--- src/rtl/cmos_pattern_gen_if.sv ---
// cmos_pattern_gen_if: run-control inputs and OV-style sensor outputs of the pattern generator
interface cmos_pattern_gen_if;
  logic        en;
  logic [1:0]  mode;
  logic        fmt;
  logic [7:0]  cmos_data;
  logic        cmos_href;
  logic        cmos_vsyn;
  logic [15:0] frame_cnt;
  logic        frame_done;
  modport master (
    input  en, mode, fmt,
    output cmos_data, cmos_href, cmos_vsyn, frame_cnt, frame_done
  );
  modport slave (
    output en, mode, fmt,
    input  cmos_data, cmos_href, cmos_vsyn, frame_cnt, frame_done
  );
endinterface

--- src/rtl/cmos_pattern_gen.sv ---
// cmos_pattern_gen: CMOS-sensor stimulus source emitting test-pattern frames with vsyn/href/data
module cmos_pattern_gen #(
  parameter int H_ACTIVE  = 640,
  parameter int V_ACTIVE  = 480,
  parameter int H_BLANK   = 100,
  parameter int VSYNC_LEN = 1000,
  parameter int V_FRONT   = 200,
  parameter int V_BACK    = 2000
) (
  input logic              cmos_pclk,
  input logic              rst_n,
  cmos_pattern_gen_if.master bus
);
  typedef enum logic [2:0] {IDLE, VSYNC, VFRONT, HBLANK, ACTIVE, VBACK} state_t;
  localparam logic [31:0] VS_LAST  = 32'(VSYNC_LEN - 1);
  localparam logic [31:0] VF_LAST  = 32'(V_FRONT - 1);
  localparam logic [31:0] HB_LAST  = 32'(H_BLANK - 1);
  localparam logic [31:0] VB_LAST  = 32'(V_BACK - 1);
  localparam logic [31:0] VA_LAST  = 32'(V_ACTIVE - 1);
  localparam logic [31:0] BAR_LAST = 32'(H_ACTIVE / 8 - 1);
  localparam logic [31:0] Y8_LAST  = 32'(H_ACTIVE - 1);
  localparam logic [31:0] RGB_LAST = 32'(2 * H_ACTIVE - 1);
  localparam logic [15:0] BAR_RGB [8] = '{16'hFFFF, 16'hFFE0, 16'h07FF, 16'h07E0,
                                          16'hF81F, 16'hF800, 16'h001F, 16'h0000};
  state_t      state_q, state_d;
  logic [31:0] cnt_q, cnt_d, x_q, x_d, y_q, y_d, bar_cnt_q, bar_cnt_d, line_last;
  logic [2:0]  bar_q, bar_d;
  logic [1:0]  mode_q, mode_d;
  logic        phase_q, phase_d, fmt_q, fmt_d, start, chk;
  logic [15:0] fid_q, fid_d, frame_cnt_q, frame_cnt_d, pix;
  logic [7:0]  y8, data_q, data_d;
  logic        href_q, href_d, vsyn_q, vsyn_d, frame_done_q, frame_done_d;
  // Frame sequencing: state, cycle counter, pixel/line/bar position and per-frame latches
  always_comb begin
    state_d     = state_q;
    cnt_d       = cnt_q;
    x_d         = x_q;
    y_d         = y_q;
    phase_d     = phase_q;
    bar_d       = bar_q;
    bar_cnt_d   = bar_cnt_q;
    mode_d      = mode_q;
    fmt_d       = fmt_q;
    fid_d       = fid_q;
    start       = 1'b0;
    line_last   = fmt_q ? Y8_LAST : RGB_LAST;
    case (state_q)
      IDLE: start = bus.en;
      VSYNC: begin
        cnt_d   = cnt_q == VS_LAST ? '0 : cnt_q + 32'd1;
        state_d = cnt_q == VS_LAST ? VFRONT : VSYNC;
      end
      VFRONT: begin
        cnt_d   = cnt_q == VF_LAST ? '0 : cnt_q + 32'd1;
        state_d = cnt_q == VF_LAST ? HBLANK : VFRONT;
        y_d     = '0;
      end
      HBLANK: begin
        cnt_d     = cnt_q == HB_LAST ? '0 : cnt_q + 32'd1;
        state_d   = cnt_q == HB_LAST ? ACTIVE : HBLANK;
        x_d       = '0;
        phase_d   = 1'b0;
        bar_d     = '0;
        bar_cnt_d = '0;
      end
      ACTIVE: begin
        if (cnt_q == line_last) begin
          cnt_d     = '0;
          x_d       = '0;
          phase_d   = 1'b0;
          bar_d     = '0;
          bar_cnt_d = '0;
          y_d       = y_q == VA_LAST ? '0 : y_q + 32'd1;
          state_d   = y_q == VA_LAST ? VBACK : HBLANK;
        end else begin
          cnt_d = cnt_q + 32'd1;
          if (fmt_q || phase_q) begin
            phase_d   = 1'b0;
            x_d       = x_q + 32'd1;
            bar_cnt_d = bar_cnt_q == BAR_LAST ? '0 : bar_cnt_q + 32'd1;
            bar_d     = bar_cnt_q == BAR_LAST ? bar_q + 3'd1 : bar_q;
          end else begin
            phase_d = 1'b1;
          end
        end
      end
      VBACK: begin
        cnt_d   = cnt_q == VB_LAST ? '0 : cnt_q + 32'd1;
        state_d = cnt_q == VB_LAST ? IDLE : VBACK;
        start   = cnt_q == VB_LAST && bus.en;
      end
      default: state_d = IDLE;
    endcase
    frame_done_d = state_d == VBACK && cnt_d == VB_LAST;
    frame_cnt_d  = frame_cnt_q + {15'd0, frame_done_d};
    if (start) begin
      state_d = VSYNC;
      cnt_d   = '0;
      mode_d  = bus.mode;
      fmt_d   = bus.fmt;
      fid_d   = frame_cnt_q;
    end
    vsyn_d = state_d == VSYNC;
    href_d = state_d == ACTIVE;
  end
  // Pixel byte for the upcoming cycle, derived from next-state position so data aligns with href
  always_comb begin
    chk    = x_d[3] ^ y_d[3];
    pix    = mode_d == 2'd0 ? BAR_RGB[bar_d] :
             mode_d == 2'd1 ? {x_d[4:0], x_d[5:0], x_d[4:0]} :
             mode_d == 2'd2 ? {16{~chk}} : fid_d;
    y8     = mode_d == 2'd0 ? 8'hFF - {bar_d, 5'b0} :
             mode_d == 2'd1 ? x_d[7:0] :
             mode_d == 2'd2 ? {8{~chk}} : fid_d[7:0];
    data_d = !href_d ? 8'h00 : fmt_d ? y8 : phase_d ? pix[7:0] : pix[15:8];
  end
  // State and output registers; reset aborts any frame in progress
  always_ff @(posedge cmos_pclk) begin
    if (!rst_n) begin
      state_q      <= IDLE;
      cnt_q        <= '0;
      x_q          <= '0;
      y_q          <= '0;
      phase_q      <= 1'b0;
      bar_q        <= '0;
      bar_cnt_q    <= '0;
      mode_q       <= '0;
      fmt_q        <= 1'b0;
      fid_q        <= '0;
      frame_cnt_q  <= '0;
      frame_done_q <= 1'b0;
      data_q       <= '0;
      href_q       <= 1'b0;
      vsyn_q       <= 1'b0;
    end else begin
      state_q      <= state_d;
      cnt_q        <= cnt_d;
      x_q          <= x_d;
      y_q          <= y_d;
      phase_q      <= phase_d;
      bar_q        <= bar_d;
      bar_cnt_q    <= bar_cnt_d;
      mode_q       <= mode_d;
      fmt_q        <= fmt_d;
      fid_q        <= fid_d;
      frame_cnt_q  <= frame_cnt_d;
      frame_done_q <= frame_done_d;
      data_q       <= data_d;
      href_q       <= href_d;
      vsyn_q       <= vsyn_d;
    end
  end
  assign bus.cmos_data  = data_q;
  assign bus.cmos_href  = href_q;
  assign bus.cmos_vsyn  = vsyn_q;
  assign bus.frame_cnt  = frame_cnt_q;
  assign bus.frame_done = frame_done_q;
endmodule

--- src/flat_wrapper.sv ---
// flat-port wrapper written by rule: the top's interface ports become plain ports
module cmos_pattern_gen_flat 
#(
  parameter int H_ACTIVE  = 640,
  parameter int V_ACTIVE  = 480,
  parameter int H_BLANK   = 100,
  parameter int VSYNC_LEN = 1000,
  parameter int V_FRONT   = 200,
  parameter int V_BACK    = 2000
)
  (cmos_pclk, rst_n, bus_en, bus_mode, bus_fmt, bus_cmos_data, bus_cmos_href, bus_cmos_vsyn, bus_frame_cnt, bus_frame_done);
  cmos_pattern_gen_if bus_i ();
  input logic cmos_pclk;
  input logic rst_n;
  input wire logic [$bits(bus_i.en)-1:0] bus_en;
  input wire logic [$bits(bus_i.mode)-1:0] bus_mode;
  input wire logic [$bits(bus_i.fmt)-1:0] bus_fmt;
  output wire logic [$bits(bus_i.cmos_data)-1:0] bus_cmos_data;
  output wire logic [$bits(bus_i.cmos_href)-1:0] bus_cmos_href;
  output wire logic [$bits(bus_i.cmos_vsyn)-1:0] bus_cmos_vsyn;
  output wire logic [$bits(bus_i.frame_cnt)-1:0] bus_frame_cnt;
  output wire logic [$bits(bus_i.frame_done)-1:0] bus_frame_done;
  assign bus_i.en = bus_en;
  assign bus_i.mode = bus_mode;
  assign bus_i.fmt = bus_fmt;
  assign bus_cmos_data = bus_i.cmos_data;
  assign bus_cmos_href = bus_i.cmos_href;
  assign bus_cmos_vsyn = bus_i.cmos_vsyn;
  assign bus_frame_cnt = bus_i.frame_cnt;
  assign bus_frame_done = bus_i.frame_done;
  cmos_pattern_gen #(.H_ACTIVE(H_ACTIVE), .V_ACTIVE(V_ACTIVE), .H_BLANK(H_BLANK), .VSYNC_LEN(VSYNC_LEN), .V_FRONT(V_FRONT), .V_BACK(V_BACK)) u_core (.cmos_pclk(cmos_pclk), .rst_n(rst_n), .bus(bus_i));
endmodule
--- config.mk ---
export PLATFORM = sky130hd
export DESIGN_NAME = cmos_pattern_gen_flat
export DESIGN_NICKNAME = d
export VERILOG_FILES = /design/src/rtl/cmos_pattern_gen_if.sv /design/src/rtl/cmos_pattern_gen.sv /design/src/flat_wrapper.sv
export SDC_FILE = /design/constraint.sdc
export NUM_CORES = 1
export LEC_CHECK = 0
export BUFFER_PORTS_ARGS = -buffer_cell sky130_fd_sc_hd__buf_4
export CORE_MARGIN = 2
export CORE_UTILIZATION = 50
export DETAILED_ROUTE_END_ITERATION = 6
export PLACE_DENSITY = 0.67
export SKIP_LAST_GASP = 1
export SYNTH_ARGS = -nofsm -noshare
export SYNTH_HDL_FRONTEND = slang
export SYNTH_SLANG_ARGS = --single-unit
--- constraint.sdc ---
create_clock -name cmos_pclk -period 5.1 [get_ports cmos_pclk]
set_input_delay 0.255 -clock cmos_pclk [delete_from_list [all_inputs] [get_ports cmos_pclk]]
set_output_delay 0.255 -clock cmos_pclk [all_outputs]
set_load 0.005 [all_outputs]
# After elaboration in Yosys (flattened, before gate mapping)

Memory sizes are Yosys's and may differ from the RTL's.
Index checks and enable logic that the tools add are counted.

Register bits after elaboration: 181
ROM bits: 128
Input port bits: 6
Output and inout bits: 27
Logic and storage cells: 107
Memories kept: 1

Add/sub/neg operators: 7
Order comparisons: 1
Eq/ne operators: 20
Mux-type cells: 46
Bitwise operators: 4
Reduce and logical (&&, ||, !) cells: 11

Memories:

| name             | depth | width | rd ports | clocked after memory_dff | write ports | RTL line                | source |
|---|---|---|---|---|---|---|---|
| (name not given) | 8     | 16    | 1        | 0                        | 0           | cmos_pattern_gen.sv:109 | `pix = mode_d == 2'd0 ? BAR_RGB[bar_d] :` |

Operators by type and width:

| operator              | number |
|---|---|
| $mux 32               | 12 |
| $pmux 32 s2           | 3 |
| $pmux 32 s5           | 1 |
| $add 32x1->32 const B | 4 |
| $mux 16               | 6 |
| $eq 32x11->1 const B  | 2 |
| $eq 32x7->1 const B   | 2 |
| $mux 8                | 5 |
| $eq 32x10->1 const B  | 1 |
| $eq 32x32->1          | 1 |
| $eq 32x8->1 const B   | 1 |
| $eq 32x9->1 const B   | 1 |
| $mux 3                | 8 |
| $pmux 3 s6            | 1 |
| $add 16x1->16         | 1 |
| $eq 3x3->1 const B    | 4 |
| $mux 11               | 1 |
| $sub 8x8->8 const A   | 1 |
| $eq 3x1->1 const B    | 2 |
| $eq 3x2->1 const B    | 2 |
| $pmux 3 s2            | 1 |
| $reduce_and 2->1      | 3 |
| $ge 4x4->1 const B    | 1 |
| $mux 1                | 4 |
| 16 further kinds      | 21 |

# Logic depth before layout (Yosys ltp)

Depth after elaboration: 12
Depth in mapped cells: 18
Mapped depth without buffers: 15

# Least setup slack after synthesis

OpenSTA, ideal clock, no wires.

Kind: register to register
Start: reg u_core.cnt_q[0]
End: reg u_core.frame_cnt_q[14], in the netlist u_core.bus.frame_cnt[14]
Data arrival time: 3.572 ns
Data required time: 5.024 ns
Slack: 1.453 ns
Stages on the path, launching flop included: 17
Buffers on the path: 1
Period minus slack after synthesis: 3.647 ns
Cell sequence: dfxtp_1 -> ha_1 -> and3_1 -> nand3_1 -> nor3_1 -> mux2_2 -> o21ai_0 -> o21ai_0 -> nor4_1 -> and4_1 -> ha_1 -> ha_1 -> and2_1 -> clkbuf_1 -> nand2_1 -> or3_1 -> a21boi_0

Longest elaborated chain between the ends: 6

RTL lines:

| element                                     | RTL line                | source |
|---|---|---|
| start: declaration                          | cmos_pattern_gen.sv:26  | `logic [31:0] cnt_q, cnt_d, x_q, x_d, y_q, y_d, bar_cnt_q, bar_cnt_d, line_last;` |
| start signal: assignment                    | cmos_pattern_gen.sv:137 | `cnt_q <= cnt_d;` |
| $add 32x1->32, or another cell as far along | n/a                     |  |
| $mux 32, or another cell as far along       | cmos_pattern_gen.sv:88  | `cnt_d = cnt_q == VB_LAST ? '0 : cnt_q + 32'd1;` |
| $pmux 32 s5 or $pmux 3 s6 (tied branches)   | cmos_pattern_gen.sv:47  | `case (state_q)` |
| $eq 32x11->1 or $eq 3x3->1 (tied branches)  | cmos_pattern_gen.sv:94  | `frame_done_d = state_d == VBACK && cnt_d == VB_LAST;` |
| $logic_and 1x1->1 *                         | cmos_pattern_gen.sv:94  |  |
| named net u_core.frame_done_d               | cmos_pattern_gen.sv:32  | `logic href_q, href_d, vsyn_q, vsyn_d, frame_done_q, frame_done_d;` |
| $add 16x1->16 *                             | cmos_pattern_gen.sv:95  | `frame_cnt_d = frame_cnt_q + {15'd0, frame_done_d};` |
| end signal: assignment                      | cmos_pattern_gen.sv:146 | `frame_cnt_q <= frame_cnt_d;` |
| end: declaration                            | cmos_pattern_gen.sv:30  | `logic [15:0] fid_q, fid_d, frame_cnt_q, frame_cnt_d, pix;` |

Mark *: on every way through the listed nets, which the timed path passes. The rest lies on a longest branch.
A chain may end at the register's enable or synchronous reset.

# Worst setup path after layout

Start: reg u_core.cnt_q[15]
End: reg u_core.frame_cnt_q[14], in the netlist u_core.bus.frame_cnt[14]

The elaborated chain is that of the path after synthesis.

==> results.md <==
* Worst EP required at around 5500 ps
* Most frequent CP cell: ha_1
* Cts hold-fix bufs at 0
* Initial antenna violation count at 0
* Setup repair bufs after CTS at 0
* Total number of vias at 7086
* Kind of critical path: flip-flop to flip-flop
* First-pass GRT wire length at around 32000 µm
* Leak Pwr at between 0.003 and 0.004 µW
* Crit share post-route at 77.57%
* Final Max Slew Viols at 0
* Arrival @ worst endpoint at approximately 4300 ps
* Port Buffers at 32
* Starting density of the core at 50.55%
* Grt total ovfl at 0
* Core ar. at between 15000 and 20000 µm²
* Crit Reg-Reg Startpoint: u_core.cnt_q[15]$_SDFF_PP0_
* Total CTS buffers at 17
* Max_slew headroom at 22.53%
* Synth Register Bits at roughly 160
* Seq/Total Area, Yosys at 37.89%
* Final net count at around 1000
* Syn-to-layout area delta at 11.93%
* Die W at between 100 and 150 µm
* Max Buffers Root-to-Sink at 2
* Setup crit end kind: flip-flop
* Post-Route WL at 18780 µm
* Class of the worst hold path: primary input to flip-flop
* Avg Cell Area, Syn at between 8 and 9 µm²
* Hold_sp: bus_fmt
* Power density over the cells at around 280 nW/µm²
* Distinct cells, synth at 86
* Min cycle time layout at 3956 ps
* # diodes at 0
* Max VDD drop at roughly 0.24 mV
* RSZ-0062 raised after global routing: false
* Clk root buf: clkbuf_16
* CTS sink cnt at ~160
* Reg clk slew, reported paths at roughly 60 ps
* Gr usage total at around 22%
* Largest net degree at the start of global routing at 60
* Die Area at about 18000 µm²
* Final Hold Viols at 0
* Slowest Stage Delay on Critical Path at between 500 and 600 ps
* Fraction of layout cells with a size suffix above 1 at 10.74%
* Worst Clk Skew at about 11 ps
* IO Pins at 33
* Wire per inst at between 15 and 20 µm
* TritonCTS clock tree: done
* Crit path from: u_core.cnt_q[15]$_SDFF_PP0_
* 1st-iter DRT viols at between 600 and 700
* TritonRoute pass-1 iters at 5
* Setup tns final at 0 ps
* Fin util at 56.59%
* Post-cts sizing count at 0
* Outcome: complete, no violations
* H-tree depth at 4
* CP max stage cell: or4_4
* Asr flop ratio synth at 0%
* FF/Latch Area at about 3100 µm²
* Worst-Margin Slew at 1162 ps
* Number of global-route vias before repair at 6600
* Worst path cell trace: or4_4 > nor4b_1 > nand4_1 > o22ai_1 > a211o_1 > inv_1 > a2111oi_0 > and4_1 > ha_1 > ha_1 > and2_1 > nand2_1 > or3_1 > a21boi_0
* Endpoints failing setup at 0
* Ys flop type: dfxtp_1
* Fillers at 1508
* Residual DRC at 0
* Max-Cap Viols at 0
* Cells after Synth at 986
* Multi-input logic area at 4936 µm²
* Skew-Pair Late Insertion Delay at about 430 ps
* Worst Path Buf+Inv at 1
* Worst path top cell family by delay: simple AND/OR/NAND/NOR gates
* Critical path launch point type: flip-flop
* DR vias/cell at ~5.7
* Routed Antenna Nets at 0
* RePlAce Congestion at approximately 0.87
* Max Clk Rate at between 200 and 300 MHz
* Post-synth EDFFs at 0
* Syn nets at 1000
* Crit Path Max Fanout at 6
* Die Height at ~130 µm
* Site Rows at 47
* Synth warn at 0
* Hpwl dp at between 10000 and 15000 µm
* Mapped cell area at around 8300 µm²
## worst min-delay path, stage by stage
cell and delay (ps):
buf_4 70, mux2_2 240, and2_1 150
## placed cells by master, fill, tap and decap left out, drive strengths merged, types with 21 or more instances in the layout
| cell type | count |
|---|---|
| a21oi | 32 |
| and2 | 30 |
| and3 | 30 |
| buf | 37 |
| dfxtp | 157 |
| inv | 21 |
| nand2 | 83 |
| nand3 | 48 |
| nand4 | 30 |
| nor2 | 124 |
| nor2b | 24 |
| nor4 | 21 |
| o21ai | 50 |
| or3 | 26 |
| xnor2 | 40 |
| xor2 | 51 |
## per-stage QoR
step                area, µm²  worst slack (ps)  total power [µW]  hold slack [ps]  instances
floorplan                8294              1453              1342            437.4        986
global placement         8688              1286              1372            450.6       1203
detailed placement       8688              1190              1372            460.5       1203
CTS                      9284              1164              2648            297.5       1235
global route             9284             696.2              2714            327.4       1235
finish                   9284              1144              2621            326.5       1235
## layer usage
layer	wire length [µm]	part of all wire [%]	track usage, %
met1	8989	48	30.00
met3	809	4.3	4.559
met5	0	0	0
met2	8585	46	34.08
met4	399	2.1	9.140
## flip-flops by register name (all words and copies together) (netlist names)
name	flops
u_core.bar_cnt_q	32
u_core.bar_q	3
u_core.bus.cmos_data	8
u_core.bus.cmos_href	1
u_core.bus.cmos_vsyn	1
u_core.bus.frame_cnt	16
u_core.bus.frame_done	1
u_core.cnt_q	32
u_core.fid_q	16
u_core.fmt_q	1
u_core.mode_q	2
u_core.phase_q	1
u_core.state_q	3
u_core.x_q	8
u_core.y_q	32
## path summary, 6_finish.rpt
kind	end	slack, ps	depth (start not counted)
min reg2reg	u_core.fid_q[15]$_SDFF_PN0_	460	2
max	u_core.bus.frame_cnt[14]$_SDFF_PN0_	1140	14
max reg2reg	u_core.bus.frame_cnt[14]$_SDFF_PN0_	1140	14
min	u_core.fmt_q$_SDFF_PN0_	330	3
## power breakdown
| group | total, µW | switching (µW) | internal [µW] |
|---|---|---|---|
| sequential | 1230 | 5.68 | 1230 |
| clock | 1270 | 533 | 742 |
| combinational | 111 | 73.9 | 37.1 |
| total | 2620 | 612 | 2010 |
## cells in the mapped netlist, types with 4 or more instances
master | n | area, µm²
a211o_1 | 4 | 35.03
a21boi_0 | 9 | 67.56
a21oi_1 | 32 | 160.2
a31oi_1 | 10 | 62.56
and2_1 | 30 | 187.7
and3_1 | 30 | 187.7
and4_1 | 13 | 113.9
buf_2 | 8 | 40.04
clkbuf_1 | 27 | 101.4
dfxtp_1 | 157 | 3143
ha_1 | 8 | 100.1
inv_1 | 15 | 56.30
mux2i_1 | 16 | 160.2
nand2_1 | 81 | 304.0
nand2b_1 | 10 | 62.56
nand3_1 | 44 | 220.2
nand4_1 | 29 | 181.4
nor2_1 | 120 | 450.4
nor2b_1 | 24 | 150.1
nor3_1 | 18 | 90.09
nor4_1 | 19 | 118.9
nor4b_1 | 7 | 61.31
o211ai_1 | 6 | 45.04
o21a_1 | 4 | 30.03
o21ai_0 | 44 | 220.2
o21ai_1 | 6 | 30.03
o22ai_1 | 5 | 31.28
or2_2 | 7 | 43.79
or3_1 | 25 | 156.4
xnor2_1 | 40 | 350.3
xor2_1 | 50 | 437.9
## cells by family after synthesis
logic type               synth area share, %
AND/OR/NAND/NOR                        32.87
adder cells (fa/ha/maj)                1.207
AO/OA/AOI/OAI                          13.46
flip-flops                             37.89
multiplexers                           2.202
XOR/XNOR                               9.700
buffers and inverters                  2.670
## area by class of cell
cell class	count	share of cell area, %
tap	220	2.965
clock inverter	14	1.685
multi-input combinational	774	53.17
inverter	15	0.6065
sequential	157	33.85
timing repair buffer	37	2.992
clock buffer	18	4.730
Power figures use the tool's default switching activity.
